===== src/rtl/l1_mmu_arbiter_if.sv =====
// Bundle of the I-cache, D-cache and MMU line-port signals around the arbiter.
// slave is the arbiter's view; master is the view of the caches/MMU around it.
interface l1_mmu_arbiter_if;
  logic         i_req_read;
  logic [31:0]  i_req_addr;
  logic         i_done;
  logic [255:0] i_read_data;

  logic         d_req_read;
  logic         d_req_write;
  logic [31:0]  d_req_addr;
  logic [255:0] d_write_data;
  logic         d_done;
  logic [255:0] d_read_data;

  logic         mmu_req_read;
  logic         mmu_req_write;
  logic [31:0]  mmu_req_addr;
  logic [255:0] mmu_write_data;
  logic         mmu_done;
  logic [255:0] mmu_read_data;

  logic         grant_i;
  logic         grant_d;

  modport slave (
    input  i_req_read, i_req_addr,
    output i_done, i_read_data,
    input  d_req_read, d_req_write, d_req_addr, d_write_data,
    output d_done, d_read_data,
    output mmu_req_read, mmu_req_write, mmu_req_addr, mmu_write_data,
    input  mmu_done, mmu_read_data,
    output grant_i, grant_d
  );

  modport master (
    output i_req_read, i_req_addr,
    input  i_done, i_read_data,
    output d_req_read, d_req_write, d_req_addr, d_write_data,
    input  d_done, d_read_data,
    input  mmu_req_read, mmu_req_write, mmu_req_addr, mmu_write_data,
    output mmu_done, mmu_read_data,
    input  grant_i, grant_d
  );
endinterface


===== src/rtl/l1_mmu_arbiter.sv =====
// Shares one MMU line port between the L1 I-cache and D-cache: D-side priority,
// with a saturating starvation counter that promotes a waiting I-side read.
module l1_mmu_arbiter #(
  parameter int STARVE_LIMIT = 4,
  parameter int CNT_W        = 3
) (
  input  logic              sys_clk,
  input  logic              rst,
  l1_mmu_arbiter_if.slave   bus
);

  typedef enum logic [1:0] {IDLE, GNT_I, GNT_D, RELEASE} state_t;

  localparam logic [CNT_W-1:0] LIMIT = CNT_W'(STARVE_LIMIT);

  state_t           r_state;
  state_t           w_state_next;
  logic [CNT_W-1:0] r_starve_cnt;
  logic [CNT_W-1:0] w_starve_next;

  logic             r_req_read;
  logic             r_req_write;
  logic [31:0]      r_req_addr;
  logic [255:0]     r_write_data;

  logic             w_i_pend;
  logic             w_d_pend;
  logic             w_pick_i;
  logic             w_pick_d;
  logic             w_owner_done;
  logic             w_unused_addr_lsbs;

  assign w_i_pend = bus.i_req_read;
  assign w_d_pend = bus.d_req_read | bus.d_req_write;
  // Line-aligned addresses: the byte offset bits are never forwarded.
  assign w_unused_addr_lsbs = ^{bus.i_req_addr[4:0], bus.d_req_addr[4:0]};

  always_ff @(posedge sys_clk) begin
    if (rst) begin
      r_state      <= IDLE;
      r_starve_cnt <= '0;
    end else begin
      r_state      <= w_state_next;
      r_starve_cnt <= w_starve_next;
    end
  end

  always_comb begin
    w_state_next  = r_state;
    w_pick_i      = 1'b0;
    w_pick_d      = 1'b0;
    w_owner_done  = 1'b0;
    w_starve_next = r_starve_cnt;
    case (r_state)
      IDLE: begin
        if (w_i_pend && (r_starve_cnt >= LIMIT)) begin
          w_pick_i = 1'b1;
        end else if (w_d_pend) begin
          w_pick_d = 1'b1;
        end else if (w_i_pend) begin
          w_pick_i = 1'b1;
        end
        if (w_pick_i) begin
          w_state_next = GNT_I;
        end else if (w_pick_d) begin
          w_state_next = GNT_D;
        end
      end
      GNT_I, GNT_D: begin
        if (bus.mmu_done) begin
          w_owner_done = 1'b1;
          w_state_next = RELEASE;
        end
      end
      RELEASE: w_state_next = IDLE;
      default: w_state_next = IDLE;
    endcase

    // A losing (or not-yet-served) I read ages every cycle; entering GNT_I clears it.
    if (w_i_pend && (r_state != GNT_I) && (r_starve_cnt < LIMIT)) begin
      w_starve_next = r_starve_cnt + 1'b1;
    end
    if (w_pick_i) begin
      w_starve_next = '0;
    end
  end

  always_ff @(posedge sys_clk) begin
    if (rst) begin
      r_req_read   <= 1'b0;
      r_req_write  <= 1'b0;
      r_req_addr   <= '0;
      r_write_data <= '0;
    end else if (w_pick_i) begin
      r_req_read   <= 1'b1;
      r_req_write  <= 1'b0;
      r_req_addr   <= {bus.i_req_addr[31:5], 5'b0};
      r_write_data <= '0;
    end else if (w_pick_d) begin
      // Write-back wins when the D-cache raises both read and write.
      r_req_read   <= ~bus.d_req_write;
      r_req_write  <= bus.d_req_write;
      r_req_addr   <= {bus.d_req_addr[31:5], 5'b0};
      r_write_data <= bus.d_req_write ? bus.d_write_data : '0;
    end else if (w_owner_done) begin
      r_req_read   <= 1'b0;
      r_req_write  <= 1'b0;
      r_req_addr   <= '0;
      r_write_data <= '0;
    end
  end

  assign bus.mmu_req_read   = r_req_read;
  assign bus.mmu_req_write  = r_req_write;
  assign bus.mmu_req_addr   = r_req_addr;
  assign bus.mmu_write_data = r_write_data;

  assign bus.grant_i     = (r_state == GNT_I);
  assign bus.grant_d     = (r_state == GNT_D);
  assign bus.i_done      = bus.mmu_done & (r_state == GNT_I);
  assign bus.d_done      = bus.mmu_done & (r_state == GNT_D);
  assign bus.i_read_data = bus.mmu_read_data;
  assign bus.d_read_data = bus.mmu_read_data;

endmodule


===== src/flat_wrapper.sv =====
// flat-port wrapper written by rule: the top's interface ports become plain ports
module l1_mmu_arbiter_flat 
#(
  parameter int STARVE_LIMIT = 4,
  parameter int CNT_W        = 3
)
  (sys_clk, rst, bus_i_req_read, bus_i_req_addr, bus_i_done, bus_i_read_data, bus_d_req_read, bus_d_req_write, bus_d_req_addr, bus_d_write_data, bus_d_done, bus_d_read_data, bus_mmu_req_read, bus_mmu_req_write, bus_mmu_req_addr, bus_mmu_write_data, bus_mmu_done, bus_mmu_read_data, bus_grant_i, bus_grant_d);
  l1_mmu_arbiter_if bus_i ();
  input  logic sys_clk;
  input  logic rst;
  input wire logic [$bits(bus_i.i_req_read)-1:0] bus_i_req_read;
  input wire logic [$bits(bus_i.i_req_addr)-1:0] bus_i_req_addr;
  output wire logic [$bits(bus_i.i_done)-1:0] bus_i_done;
  output wire logic [$bits(bus_i.i_read_data)-1:0] bus_i_read_data;
  input wire logic [$bits(bus_i.d_req_read)-1:0] bus_d_req_read;
  input wire logic [$bits(bus_i.d_req_write)-1:0] bus_d_req_write;
  input wire logic [$bits(bus_i.d_req_addr)-1:0] bus_d_req_addr;
  input wire logic [$bits(bus_i.d_write_data)-1:0] bus_d_write_data;
  output wire logic [$bits(bus_i.d_done)-1:0] bus_d_done;
  output wire logic [$bits(bus_i.d_read_data)-1:0] bus_d_read_data;
  output wire logic [$bits(bus_i.mmu_req_read)-1:0] bus_mmu_req_read;
  output wire logic [$bits(bus_i.mmu_req_write)-1:0] bus_mmu_req_write;
  output wire logic [$bits(bus_i.mmu_req_addr)-1:0] bus_mmu_req_addr;
  output wire logic [$bits(bus_i.mmu_write_data)-1:0] bus_mmu_write_data;
  input wire logic [$bits(bus_i.mmu_done)-1:0] bus_mmu_done;
  input wire logic [$bits(bus_i.mmu_read_data)-1:0] bus_mmu_read_data;
  output wire logic [$bits(bus_i.grant_i)-1:0] bus_grant_i;
  output wire logic [$bits(bus_i.grant_d)-1:0] bus_grant_d;
  assign bus_i.i_req_read = bus_i_req_read;
  assign bus_i.i_req_addr = bus_i_req_addr;
  assign bus_i_done = bus_i.i_done;
  assign bus_i_read_data = bus_i.i_read_data;
  assign bus_i.d_req_read = bus_d_req_read;
  assign bus_i.d_req_write = bus_d_req_write;
  assign bus_i.d_req_addr = bus_d_req_addr;
  assign bus_i.d_write_data = bus_d_write_data;
  assign bus_d_done = bus_i.d_done;
  assign bus_d_read_data = bus_i.d_read_data;
  assign bus_mmu_req_read = bus_i.mmu_req_read;
  assign bus_mmu_req_write = bus_i.mmu_req_write;
  assign bus_mmu_req_addr = bus_i.mmu_req_addr;
  assign bus_mmu_write_data = bus_i.mmu_write_data;
  assign bus_i.mmu_done = bus_mmu_done;
  assign bus_i.mmu_read_data = bus_mmu_read_data;
  assign bus_grant_i = bus_i.grant_i;
  assign bus_grant_d = bus_i.grant_d;
  l1_mmu_arbiter #(.STARVE_LIMIT(STARVE_LIMIT), .CNT_W(CNT_W)) u_core (.sys_clk(sys_clk), .rst(rst), .bus(bus_i));
endmodule

===== config.mk =====
export PLATFORM = sky130hd
export DESIGN_NAME = l1_mmu_arbiter_flat
export DESIGN_NICKNAME = d
export VERILOG_FILES = /design/src/rtl/l1_mmu_arbiter_if.sv /design/src/rtl/l1_mmu_arbiter.sv /design/src/flat_wrapper.sv
export SDC_FILE = /design/constraint.sdc
export NUM_CORES = 1
export LEC_CHECK = 0
export BUFFER_PORTS_ARGS = -buffer_cell sky130_fd_sc_hd__buf_2
export CAP_MARGIN = 20
export CORE_AREA = 2 2 534 536
export CTS_CLUSTER_SIZE = 25
export DETAILED_ROUTE_END_ITERATION = 6
export DIE_AREA = 0 0 536 538
export PLACE_DENSITY = 0.3
export SLEW_MARGIN = 20
export SYNTH_ARGS = -nofsm -noshare
export SYNTH_HDL_FRONTEND = slang
export SYNTH_SLANG_ARGS = --single-unit

===== constraint.sdc =====
create_clock -name sys_clk -period 5.4 [get_ports sys_clk]
set_input_delay 0.27 -clock sys_clk [delete_from_list [all_inputs] [get_ports sys_clk]]
set_output_delay 0.27 -clock sys_clk [all_outputs]
set_load 0.1 [all_outputs]

* Word-level counts from Yosys, hierarchy flattened
Index checks and enable logic that the tools add are counted.
** Storage, ports and cells
- Register bits :: 290
- Bits of input ports :: 582
- Output and inout bits :: 806
- Word-level logic and storage cells :: 53
** Cells by class
- Add/sub/neg operators :: 1
- $lt $le $gt $ge :: 2
- Equality and inequality tests :: 6
- Multiplexer cells :: 25
- Bitwise operators :: 4
- Reduce and logical (&&, ||, !) cells :: 9
** Operators by type and width (count)
- two-way mux 256 bit :: 3
- two-way mux 32 bit :: 3
- two-way mux 1 bit :: 15
- two-way mux 2 bit :: 3
- one-hot mux 2 bit (3 select lines) :: 1
- == test 2 bit (second input constant) :: 2
- OR reduction 2 bit :: 2
- adder 3 x 1 -> 3 bit (second input constant) :: 1
- greater-or-equal comparator 3 bit (second input constant) :: 1
- logical AND 1 bit :: 3
- < comparator 3 bit (second input constant) :: 1
- != test 3 bit (second input constant) :: 1
- nonzero test 3 bit :: 1
- AND 1 bit :: 2
- == test 2 x 1 -> 1 bit (second input constant) :: 1
- zero test 2 bit :: 1
- != test 2 x 1 -> 1 bit (second input constant) :: 1
- != test 2 bit (second input constant) :: 1
- AND reduction 2 bit :: 1
- nonzero test 2 bit :: 1
- inverter 1 bit :: 1
- bitwise OR 1 bit :: 1

* Depth between registers and ports, before layout
Gate-level depths: netlist (run 1).
- Depth in word-level cells :: 7
- Mapped depth :: 10
- Gate-level depth less buffers :: 6

* Worst setup path before layout (run 1)
OpenSTA, ideal clock, no wires.
- Path kind :: register to output
- Start point :: register u_core.r_state[1]
- End point :: output port bus_i_done
- Arrival time :: 2.056 ns
- Required time :: 5.130 ns
- Slack :: 3.074 ns
- Cell stages (with the launch flop) :: 4
- Buffers on the path :: 0
- Cell sequence :: dfxtp_1 > inv_1 > ha_1 > and2_1
** On the way
- Cells in the longest elaborated chain, start to end :: 2
** Ends and longest elaborated chain
- start: declaration :: line l1_mmu_arbiter.sv:16 : state_t r_state;
- start signal: assignment :: line l1_mmu_arbiter.sv:43 : r_state <= w_state_next;
- == test 2 x 1 -> 1 bit
- net bus_grant_i :: line flat_wrapper.sv:27 : output wire logic [$bits(bus_i.grant_i)-1:0] bus_grant_i;
- AND 1 bit :: line l1_mmu_arbiter.sv:120 : assign bus.i_done = bus.mmu_done & (r_state == GNT_I);
- end: declaration :: line flat_wrapper.sv:13 : output wire logic [$bits(bus_i.i_done)-1:0] bus_i_done;
The timed path passes the listed nets, and every way through them passes these cells.

* Final worst setup path (run 1)
- Start point :: register u_core.r_state[0]
- End point :: register u_core.r_write_data[106], in the netlist u_core.bus.mmu_write_data[106]
** On the way
- Cells in the longest elaborated chain, start to end :: 4
- Elaborated cells between the ends (all ways) :: 10
- Classes of those cells :: eq/ne: 2; mux: 4; reduce/logical: 4
** Ends and longest elaborated chain
- == test 2 x 1 -> 1 bit or == test 2 bit (tied branches) :: line l1_mmu_arbiter.sv:54 : case (r_state)
- OR reduction 2 bit :: line l1_mmu_arbiter.sv:54
- two-way mux 1 bit :: line l1_mmu_arbiter.sv:54
- nonzero test 2 bit (no source line)
- end signal: assignment :: line l1_mmu_arbiter.sv:104 : r_write_data <= bus.d_req_write ? bus.d_write_data : '0;
- end: declaration :: line l1_mmu_arbiter.sv:24 : logic [255:0] r_write_data;
Several ways; a longest one is shown, not always the timed one.
A chain may end at the register's enable or synchronous reset.

==> results of run 1 <==
## per-stage QoR
| stage | area, um^2 | util, % | hold WS [ns] |
|---|---|---|---|
| 3_3_place_gp | 17400 | 6.15 | 0.449 |
| 2_1_floorplan | 13900 | - | 0.433 |
| 4_1_cts | 21900 | 7.72 | 0.0296 |
| 6_report | 21900 | 7.72 | 0.0984 |
| 3_5_place_dp | 17400 | 6.15 | 0.466 |
| 5_1_grt | 21900 | 7.72 | 0.103 |
## cells in the mapped netlist
cell type	number	share of area, %
buf_4	519	28
dfxtp_1	290	42
nor2_1	260	7.0
a22oi_1	257	14
clkbuf_1	56	1.5
nor2_2	30	1.4
a222oi_1	27	1.9
buf_6	24	1.9
buf_2	13	0.47
inv_1	6	0.16
a21oi_1	5	0.18
ha_1	4	0.36
a21oi_2	3	0.19
and2_1	3	0.14
nand2_1	3	0.081
buf_1	2	0.054
nor3_1	2	0.072
a2bb2oi_1	1	0.063
a32oi_1	1	0.063
conb_1	1	0.027
mux2i_1	1	0.072
nand2b_1	1	0.045
nand3b_1	1	0.054
nor2b_1	1	0.045
o211a_1	1	0.072
o21ai_0	1	0.036
o22ai_1	1	0.045
o2bb2ai_1	1	0.063
or2_1	1	0.045
or3_1	1	0.045
xnor2_1	1	0.063
## flip-flops by register name (all words and copies together) (netlist names)
signal                     count
u_core.r_starve_cnt            3
u_core.r_state                 2
u_core.bus.mmu_req_read        1
u_core.bus.mmu_req_write       1
u_core.bus.mmu_write_data    256
u_core.bus.mmu_req_addr       27
## final cells by class
cell class                      instances  share of cell area [%]
Clock buffer                           59                    5.27
Sequential cell                       290                    26.5
Clock inverter                         13                   0.772
Multi-Input combinational cell        612                    16.6
Inverter                                6                   0.103
Tap cell                             3762                    21.5
Antenna cell                            5                  0.0572
Timing Repair Buffer                  934                    29.1
## cell usage in the layout (no fill, tap or decap), types with 2 or more instances in the layout
| cell type | netlist | routed |
|---|---|---|
| inv_1 | 6 | 6 |
| buf_4 | 519 | 12 |
| a21oi_1 | 5 | 5 |
| inv_6 | 0 | 2 |
| nor3_1 | 2 | 2 |
| clkbuf_8 | 0 | 8 |
| nor2_2 | 30 | 31 |
| clkbuf_1 | 56 | 11 |
| clkbuf_16 | 0 | 40 |
| nor2_1 | 260 | 259 |
| a22oi_1 | 257 | 257 |
| a21oi_4 | 0 | 2 |
| diode_2 | 0 | 5 |
| buf_2 | 13 | 604 |
| clkinv_2 | 0 | 4 |
| dlygate4sd3_1 | 0 | 311 |
| ha_1 | 4 | 4 |
| bufinv_16 | 0 | 3 |
| clkinv_4 | 0 | 2 |
| dfxtp_1 | 290 | 290 |
| a222oi_1 | 27 | 27 |
| conb_1 | 1 | 5 |
| and2_1 | 3 | 3 |
| nand2_1 | 3 | 3 |
| buf_12 | 0 | 7 |
## layer usage
metal / global-route usage, % / vias to the layer above
li1: - / 5382
met1: 5.96 / 5498
met2: 17.9 / 1473
met3: 14.7 / 273
met4: 2.41 / 14
met5: 0.115 / -
## worst reg2reg max path, cell delays in order, from the launching register on
cell and delay (ns):
dfxtp_1 0.32, inv_1 0.08, ha_1 0.39, o211a_2 0.73, or2_4 0.71, buf_4 0.63, nor2_1 0.15
## power breakdown
group	switching, W	internal (W)	leakage, nW	total [W]
clock network	0.00119	0.00163	0.646	0.00282
registers	0.000214	0.00250	2.37	0.00272
logic	0.00442	0.00108	5.23	0.00550
total	0.00583	0.00521	8.25	0.0110
## kinds of logic (layout without fill, tap and decap cells)
logic type / after synthesis / count (layout) / share of synthesized area, %
DFF: 290 / 290 / 41.8
buffers and inverters: 620 / 1012 / 32.2
xor gates and xnor gates: 1 / 1 / 0.0631
muxes: 1 / 1 / 0.0721
other: 1 / 10 / 0.0270
and+or+nand+nor: 303 / 303 / 8.90
adders and majority gates: 4 / 4 / 0.360
AOI/OAI and AO/OA: 298 / 298 / 16.6
## timing repair
item                                    in CTS  in global routing
hold buffers                               311                  0
hold endpoints to repair                   284                  0
buffers inserted                             0                  0
resized for setup                            0                  0
endpoints found under the setup margin       0                  0
## path summary, 6_finish.rpt
check,depth (start not counted),to,startpoint
worst min register to register,2,u_core.bus.mmu_req_read$_SDFFE_PP0P_,u_core.bus.mmu_req_read$_SDFFE_PP0P_
worst max register to register,6,u_core.bus.mmu_write_data[106]$_SDFFE_PP0P_,u_core.r_state[0]$_SDFFE_PP0P_
worst min-delay path,5,u_core.r_state[0]$_SDFFE_PP0P_,bus_mmu_done
worst max-delay path,6,u_core.bus.mmu_write_data[106]$_SDFFE_PP0P_,u_core.r_state[0]$_SDFFE_PP0P_
==> summary.md, run 1 <==
| Metric | Value |
|---|---|
| Cts bufs inserted | 40 |
| Iter 0 DRT Violations | 625 |
| Fraction of layout cells with a size suffix above 1 | 37.6% |
| Final Slew Violations | 0 |
| Core ar. | 0.283 mm^2 |
| CP endpoint kind | flop |
| Syn Inst Count | 1518 |
| Largest delay share family, worst path | simple AND/OR/NAND/NOR gates |
| Post-Route WL | 160000 um |
| Width of the chip | 536 um |
| Final Total Pwr | 0.0110 W |
| Die area | 0.288 mm^2 |
| Yosys cell types | 31 |
| Initial Util | 4.90% |
| Max_cap viols | 0 |
| Vias/cell | 2.22 |
| Vert. Die Dim | 538 um |
| Global Route Usage Sum | 10.5% |
| Startpoint type of the worst setup path | flop |
| Data required time of the worst path | 5.88 ns |
| Clk slew on worst S/H paths | 0.06 ns |
| RD Place Congestion | 0.764 |
| Top sig layer | met5 |
| Drt drc | 0 |
| Htree depth | 2 |
| Fillers | 33300 |
| Met2 wire len | 75300 um |
| Period minus WS final | 3.15 ns |
| Crit path max-delay cell type | o211a_2 |
| Ys Warns | 0 |
| Skew final | 0.0230 ns |
| Fmax | 318 MHz |
| IO buf count | 604 |
| Slew headroom | 35.9% |
| Rows | 196 |
| Final hold violations | 0 |
| Power per cell area | 505 mW/mm^2 |
| CP Class | flop to flop |
| Wire length on met3 | 48300 um |
| Period utilization | 58.3% |
| DR pass1 iterations | 6 |
| Dpl cells | 5293 |
| Slowest stage delay, CP | 0.73 ns |
| Vias in the first global route | 12800 |
| Register area share after synthesis | 41.8% |
| Area grow syn2layout | 57.6% |
| Worst EP arrival | 3.63 ns |
| CTS tree | built |
| Reg2reg setup slack | 2.25 ns |
| CTS Buffer Depth | 3 |
| Largest net degree at the start of global routing | 124 |
| PnR worst setup slack | 2.25 ns |
| Status | completed |
| LEAKAGE | 8.25 nW |
| CTS Root Cell | clkbuf_16 |
| Initial antenna violation count | 81 |
| Clock Latency Late Sink | 0.63 ns |
| Routed len/inst | 28.2 um |
| Flops & latches, synth | 290 |
| Unrepaired setup endpoints after global routing | false |
| Worst Hold Class | primary input to flop |
| Final ANT Viol Nets | 0 |
| First-pass GRT wire length | 186000 um |
| Post-Layout Cell Count | 5681 |
| Setup violators final | 0 |
| M1 WL | 32100 um |
| Critical Path Fanout Max | 52 |
| Clk sinks | 290 |
| Worst-margin pin slew | 0.961 ns |
| Ports | 1388 |
| Post-Syn Area | 0.0139 mm^2 |
| Worst path bufs/invs | 2 |
| Seq. cell area | 0.00581 mm^2 |
| Multi-input logic area | 0.00364 mm^2 |
| # nets final | 2470 |
| Crit path cell chain | inv_1, ha_1, o211a_2, or2_4, buf_4, nor2_1 |
| Total global routing overflow | 0 |
| Vias | 12600 |
| HPWL after DPL | 142000 um |
| Setup WS pre-CTS | 1.91 ns |
| Worst vdd ir | 0.276 mV |
| Synthesized area per cell | 9.15 um^2 |
| Setup TNS | 0 ns |
Power figures use the tool's default switching activity.
==> run 2: changes to the inputs <==
Settings changed: CORE_AREA 2 2 534 536 to 2 2 540 542, DIE_AREA 0 0 536 538 to 0 0 542 544.
Clock period 5.4 ns to 3.3 ns, I/O delays scaled along.
==> run 2 against run 1 <==
Effect of this change:
- the flow now finishes with violations (design-rule violations)
- flip-flop and latch count unchanged
- final area is 0.88% higher
- largest cell class unchanged
- power increased by 67%
- fmax increased by 28%
- critical endpoint is now u_core.bus.mmu_req_addr[15]$_SDFFE_PP0P_
- clock power increased by 68%
- worst hold slack got worse by 0.033 ns
- count of clock-buffer cells in the layout up 1
- sequential share of layout area is 0.23 points lower
==> summary.md, run 2 (synthesized netlist as in run 1, its figures left out) <==
| Metric | Value |
|---|---|
| Slew headroom | 48.8% |
| Commonest non-fill, non-tap cell in the layout | buf_2 |
| Worst vdd ir | 0.496 mV |
| Instance count on the critical path | 7 |
| Rows | 198 |
| CTS Buffer Depth | 3 |
| Largest delay share family, worst path | buffers and inverters |
| Worst EP arrival | 2.97 ns |
| Global Route Usage Sum | 10.7% |
| HPWL after DPL | 149000 um |
| CTS tree | built |
| Sequential share of power | 24.3% |
| Period utilization | 74.7% |
| IO buf count | 604 |
| CP Class | flop to flop |
| Clock Latency Late Sink | 0.66 ns |
| Startpoint type of the worst setup path | flop |
| Skew final | 0.0396 ns |
| Vias/cell | 2.25 |
| DR pass1 iterations | 7 |
| Worst R2R Path Depth | 7 |
| Worst Hold Launch | rst |
| Fraction of layout cells with a size suffix above 1 | 37.7% |
| Setup Fix Bufs, Post-CTS | 0 |
| Data required time of the worst path | 3.80 ns |
| Total global routing overflow | 0 |
| Vias in the first global route | 13000 |
| Iter 0 DRT Violations | 791 |
| Sw Share | 53.1% |
| Cts bufs inserted | 43 |
| Max FFs per register | 256 |
| Setup TNS | 0 ns |
| Setup crit end | u_core.bus.mmu_req_addr[15]$_SDFFE_PP0P_ |
| Unrepaired setup endpoints after global routing | false |
| RD Place Congestion | 0.823 |
| Vert. Die Dim | 544 um |
| Post-Route WL | 166000 um |
| Power share of the combinational group | 49.9% |
| Switching pwr | 0.00976 W |
| Die area | 0.295 mm^2 |
| Ports | 1388 |
| Worst Hold Class | primary input to flop |
| CTS Root Cell | clkbuf_16 |
| M1 WL | 34900 um |
| Clock power frac | 25.9% |
| Crit path max-delay cell type | dlygate4sd3_1 |
| Worst path bufs/invs | 3 |
| Worst Setup SP | u_core.r_state[0]$_SDFFE_PP0P_ |
| Post-CTS Resized | 0 |
| Setup violators final | 0 |
| First-pass GRT wire length | 193000 um |
| Final hold violations | 0 |
| Width of the chip | 542 um |
| Worst-margin pin slew | 0.774 ns |
| Clk sinks | 290 |
| # nets final | 2479 |
| Vias | 12900 |
| Drt drc | 17 |
| Reg2reg start | u_core.r_state[0]$_SDFFE_PP0P_ |
| Critical Path Fanout Max | 27 |
| Wire length on met3 | 47700 um |
| Final hold slack | 0.0658 ns |
| Reg2reg end | u_core.bus.mmu_req_addr[15]$_SDFFE_PP0P_ |
| Final Slew Violations | 0 |
| Htree depth | 2 |
| Most frequent cells in the layout | buf_2 (604), dlygate4sd3_1 (314), dfxtp_1 (290) |
| Top sig layer | met5 |
| CP endpoint kind | flop |
| Fillers | 33900 |
| LEAKAGE | 8.31 nW |
| Slowest stage delay, CP | 0.61 ns |
| Period minus WS final | 2.46 ns |
| Largest net degree at the start of global routing | 98 |
| Initial Util | 4.80% |
| Final ANT Viol Nets | 0 |
| Area grow syn2layout | 59.0% |
| Clk slew on worst S/H paths | 0.06 ns |
| Met2 wire len | 78100 um |
| Internal Power | 0.00863 W |
| Crit path cell chain | inv_1, ha_1, o211a_1, buf_4, a222oi_1, dlygate4sd3_1, nor2_1 |
| Reg2reg setup slack | 0.84 ns |
| Routed len/inst | 28.9 um |
| Core ar. | 0.289 mm^2 |
| Failing checks | design-rule violations |
| Fmax | 406 MHz |
| Power per cell area | 833 mW/mm^2 |
| Initial antenna violation count | 82 |
| Status | finished, violations left |
| Max_cap viols | 0 |
## run 2: per-stage QoR
stage / utilization (%) / setup slack, ns / cells / instance area, um^2 / total power [W]
2_1_floorplan: - / 1.08 / 1522 / 13900 / 0.0137
3_3_place_gp: 6.06 / 0.881 / 5334 / 17500 / 0.0133
3_5_place_dp: 6.06 / 0.884 / 5334 / 17500 / 0.0133
4_1_cts: 7.62 / 0.848 / 5724 / 22000 / 0.0188
5_1_grt: 7.62 / 0.669 / 5727 / 22100 / 0.0193
6_report: 7.63 / 0.836 / 5732 / 22100 / 0.0184
## run 2: layout make-up
type,instances,area (um^2),area share (%)
Inverter,6,22.5,0.102
Sequential cell,290,5810,26.3
Timing Repair Buffer,940,6440,29.2
Clock inverter,16,191,0.867
Multi-Input combinational cell,612,3640,16.5
Antenna cell,8,20.0,0.0907
Clock buffer,60,1190,5.39
Tap cell,3800,4750,21.5
## run 2: layer usage
layer  vias up  GRT usage [%]
met1      5611           6.46
met5         -          0.731
li1       5414              -
met2      1554           18.2
met4         4           2.64
met3       289           14.2
## run 2: repair_timing
action	CTS	global route
endpoints found under the setup margin	0	0
endpoints found under the hold margin	286	0
hold buffers	314	0
## run 2: worst reg2reg max path: stages, from the launching register on
cell           delay (ns)
dfxtp_1              0.35
inv_1                0.07
ha_1                 0.34
o211a_1              0.26
buf_4                0.27
a222oi_1             0.41
dlygate4sd3_1        0.61
nor2_1               0.04
## run 2: worst min-delay path by stage
stage,end,slack (ns),cells after the start
2_1_floorplan,u_core.bus.mmu_write_data[100]$_SDFFE_PP0P_,0.33,2
3_3_place_gp,bus_d_read_data[5],0.33,0
3_5_place_dp,bus_d_read_data[5],0.33,0
4_1_cts,u_core.bus.mmu_req_addr[29]$_SDFFE_PP0P_,0.01,3
5_1_grt,u_core.bus.mmu_req_addr[18]$_SDFFE_PP0P_,0.05,3
6_report,u_core.bus.mmu_req_addr[18]$_SDFFE_PP0P_,0.07,3
## run 2: power groups by stage
stage / sequential, W / combinational, W / clock (W)
floorplan: 0.00856 / 0.00515 / 0
CTS: 0.00446 / 0.00931 / 0.00502
detailed placement: 0.00451 / 0.00875 / 0
finish: 0.00446 / 0.00917 / 0.00475
global route: 0.00452 / 0.00970 / 0.00510
global placement: 0.00452 / 0.00877 / 0
==> run 3: changes to the inputs <==
Clock period 3.3 ns to 2.4 ns, I/O delays scaled along.
==> run 3 against run 2 <==
Effect of this change:
- the run now ends clean
- routed wire length down 0.18%
- flip-flop and latch count is the same
- clock skew fell by 0.0097 ns
- fmax increased by 8.8%
- register-to-register slack lost 0.70 ns
- sequential share of layout area is 0.34 points lower
- worst hold slack better by 0.025 ns
- non-clock buffer count up 24
- count of clock-buffer cells in the layout fell by 4
- cell count rose by 0.26%
- core utilization is 0.099 points higher
- die area unchanged
- critical path type unchanged
==> summary.md, run 3 (synthesized netlist as in run 1, its figures left out) <==
| Metric | Value |
|---|---|
| Status | completed |
| Fillers | 34000 |
| Worst-margin pin slew | 0.778 ns |
| Reg2reg setup slack | 0.13 ns |
| Drt drc | 0 |
| Clock Latency Late Sink | 0.61 ns |
| Rows | 198 |
| Skew final | 0.0299 ns |
| Data required time of the worst path | 2.89 ns |
| Worst Setup SP | u_core.r_state[0]$_SDFFE_PP0P_ |
| First-pass GRT wire length | 193000 um |
| Slowest stage delay, CP | 0.60 ns |
| HPWL after DPL | 150000 um |
| Area post-placement | 0.0178 mm^2 |
| DR pass1 iterations | 6 |
| Final ANT Viol Nets | 0 |
| Max FFs per register | 256 |
| Setup Fix Bufs, Post-CTS | 0 |
| Core ar. | 0.289 mm^2 |
| Post-Route WL | 166000 um |
| PnR worst setup slack | 0.135 ns |
| CTS Buffer Depth | 3 |
| Final Slew Violations | 0 |
| IO buf count | 604 |
| Post-Layout Cell Count | 5747 |
| CTS tree | built |
| Critical Path Fanout Max | 28 |
| Worst R2R Path Depth | 9 |
| Global Route Usage Sum | 10.7% |
| Initial Util | 4.80% |
| LEAKAGE | 8.48 nW |
| Post-route cell area | 0.0224 mm^2 |
| Reg2reg start | u_core.r_state[0]$_SDFFE_PP0P_ |
| Width of the chip | 542 um |
| Die area | 0.295 mm^2 |
| CP Class | flop to flop |
| Slew headroom | 48.5% |
| Worst Hold Class | primary input to flop |
| Vias | 12900 |
| # nets final | 2499 |
| Vias in the first global route | 13000 |
| Period minus WS final | 2.27 ns |
| Worst vdd ir | 0.597 mV |
| Fraction of layout cells with a size suffix above 1 | 38.4% |
| Max_cap viols | 0 |
| Clk slew on worst S/H paths | 0.06 ns |
| Crit path cell chain | inv_1, ha_1, buf_4, inv_1, nor2_2, buf_6, a222oi_1, dlygate4sd3_1, nor2_1 |
| CP endpoint kind | flop |
| Power per cell area | 1140 mW/mm^2 |
| CTS Root Cell | clkbuf_16 |
| Crit path max-delay cell type | dlygate4sd3_1 |
| Total global routing overflow | 0 |
| Htree depth | 2 |
| Cts bufs inserted | 39 |
| Setup WS pre-CTS | 0.386 ns |
| Fmax | 441 MHz |
| Vias/cell | 2.25 |
| Startpoint type of the worst setup path | flop |
| Reg2reg end | u_core.bus.mmu_req_addr[27]$_SDFFE_PP0P_ |
| Final Total Pwr | 0.0255 W |
| Crit-path most repeated cell | inv_1 |
| Setup crit end | u_core.bus.mmu_req_addr[27]$_SDFFE_PP0P_ |
| RD Place Congestion | 0.800 |
| Routed len/inst | 28.8 um |
| Period utilization | 94.4% |
| Most frequent cells in the layout | buf_2 (604), dlygate4sd3_1 (315), dfxtp_1 (290) |
| Area grow syn2layout | 61.0% |
| Final hold violations | 0 |
| Iter 0 DRT Violations | 712 |
| Setup violators final | 0 |
| Ports | 1388 |
| Largest net degree at the start of global routing | 73 |
| Vert. Die Dim | 544 um |
| Worst EP arrival | 2.75 ns |
| Clk sinks | 290 |
| Dpl cells | 5356 |
| Commonest non-fill, non-tap cell in the layout | buf_2 |
| Initial antenna violation count | 60 |
## run 3: cell count changes in the layout (fill, tap and decap cells not counted), moves of 3 or more
| cell | change |
|---|---|
| clkbuf_16 | -3 |
| clkbuf_8 | +3 |
| buf_4 | +8 |
| clkbuf_1 | -4 |
| buf_12 | +11 |
| clkinvlp_4 | -4 |
| buf_6 | +3 |
## run 3: cell type report
| cell class | instances | area [um^2] | share of cell area, % |
|---|---|---|---|
| multi-input combinational | 612 | 3640 | 16.3 |
| clock buffer | 56 | 1140 | 5.10 |
| tap | 3800 | 4750 | 21.3 |
| sequential | 290 | 5810 | 26.0 |
| clock inverter | 13 | 194 | 0.867 |
| antenna | 6 | 15.0 | 0.0672 |
| inverter | 6 | 22.5 | 0.101 |
| timing repair buffer | 964 | 6780 | 30.3 |
## run 3: routing by layer
layer	vias up	GRT usage, %	routed length [um]
met4	4	2.86	5270
li1	5431	-	-
met5	-	0.617	276
met3	270	14.0	47100
met1	5670	6.45	34800
met2	1536	18.2	78100
## run 3: stage by stage
| step | hold WS (ns) | utilization [%] | setup TNS, ns |
|---|---|---|---|
| 3_3_place_gp | 0.241 | 6.16 | 0 |
| 2_1_floorplan | 0.283 | - | 0 |
| 3_5_place_dp | 0.241 | 6.16 | 0 |
| 5_1_grt | 0.0814 | 7.72 | -0.00235 |
| 6_report | 0.0908 | 7.73 | 0 |
| 4_1_cts | 0.0464 | 7.72 | 0 |
## run 3: how the worst min path moves through the flow
stage / from / endpoint / slack [ns] / depth (start not counted)
final: bus_d_req_addr[28] / u_core.bus.mmu_req_addr[28]$_SDFFE_PP0P_ / 0.09 / 4
after global routing: bus_d_req_addr[28] / u_core.bus.mmu_req_addr[28]$_SDFFE_PP0P_ / 0.08 / 4
after CTS: bus_d_req_read / u_core.r_state[1]$_SDFFE_PP0P_ / 0.05 / 4
after detailed placement: bus_mmu_read_data[5] / bus_d_read_data[5] / 0.24 / 0
after global placement: bus_mmu_read_data[5] / bus_d_read_data[5] / 0.24 / 0
after floorplan: bus_d_write_data[100] / u_core.bus.mmu_write_data[100]$_SDFFE_PP0P_ / 0.28 / 2
## run 3: power by group
| part | leakage (nW) | switching [W] | internal (W) | total, W |
|---|---|---|---|---|
| Sequential | 2.37 | 0.000521 | 0.00564 | 0.00616 |
| Combinational | 5.45 | 0.0102 | 0.00285 | 0.0131 |
| Clock | 0.653 | 0.00256 | 0.00374 | 0.00631 |
## run 3: timing repair
action / in CTS / in global routing
gates resized for setup: 0 / 6
hold buffers: 316 / 6
hold endpoints to repair: 287 / 6
setup endpoints to repair: 0 / 27
## run 3: critical path, delay by kind of cell (launching register included)
| kind | cells | cell delay [ns] |
|---|---|---|
| AO/OA/AOI/OAI | 1 | 0.32 |
| buffers and inverters | 5 | 1.13 |
| adder cells (fa/ha/maj) | 1 | 0.23 |
| flip-flops | 1 | 0.35 |
| AND/OR/NAND/NOR | 2 | 0.10 |
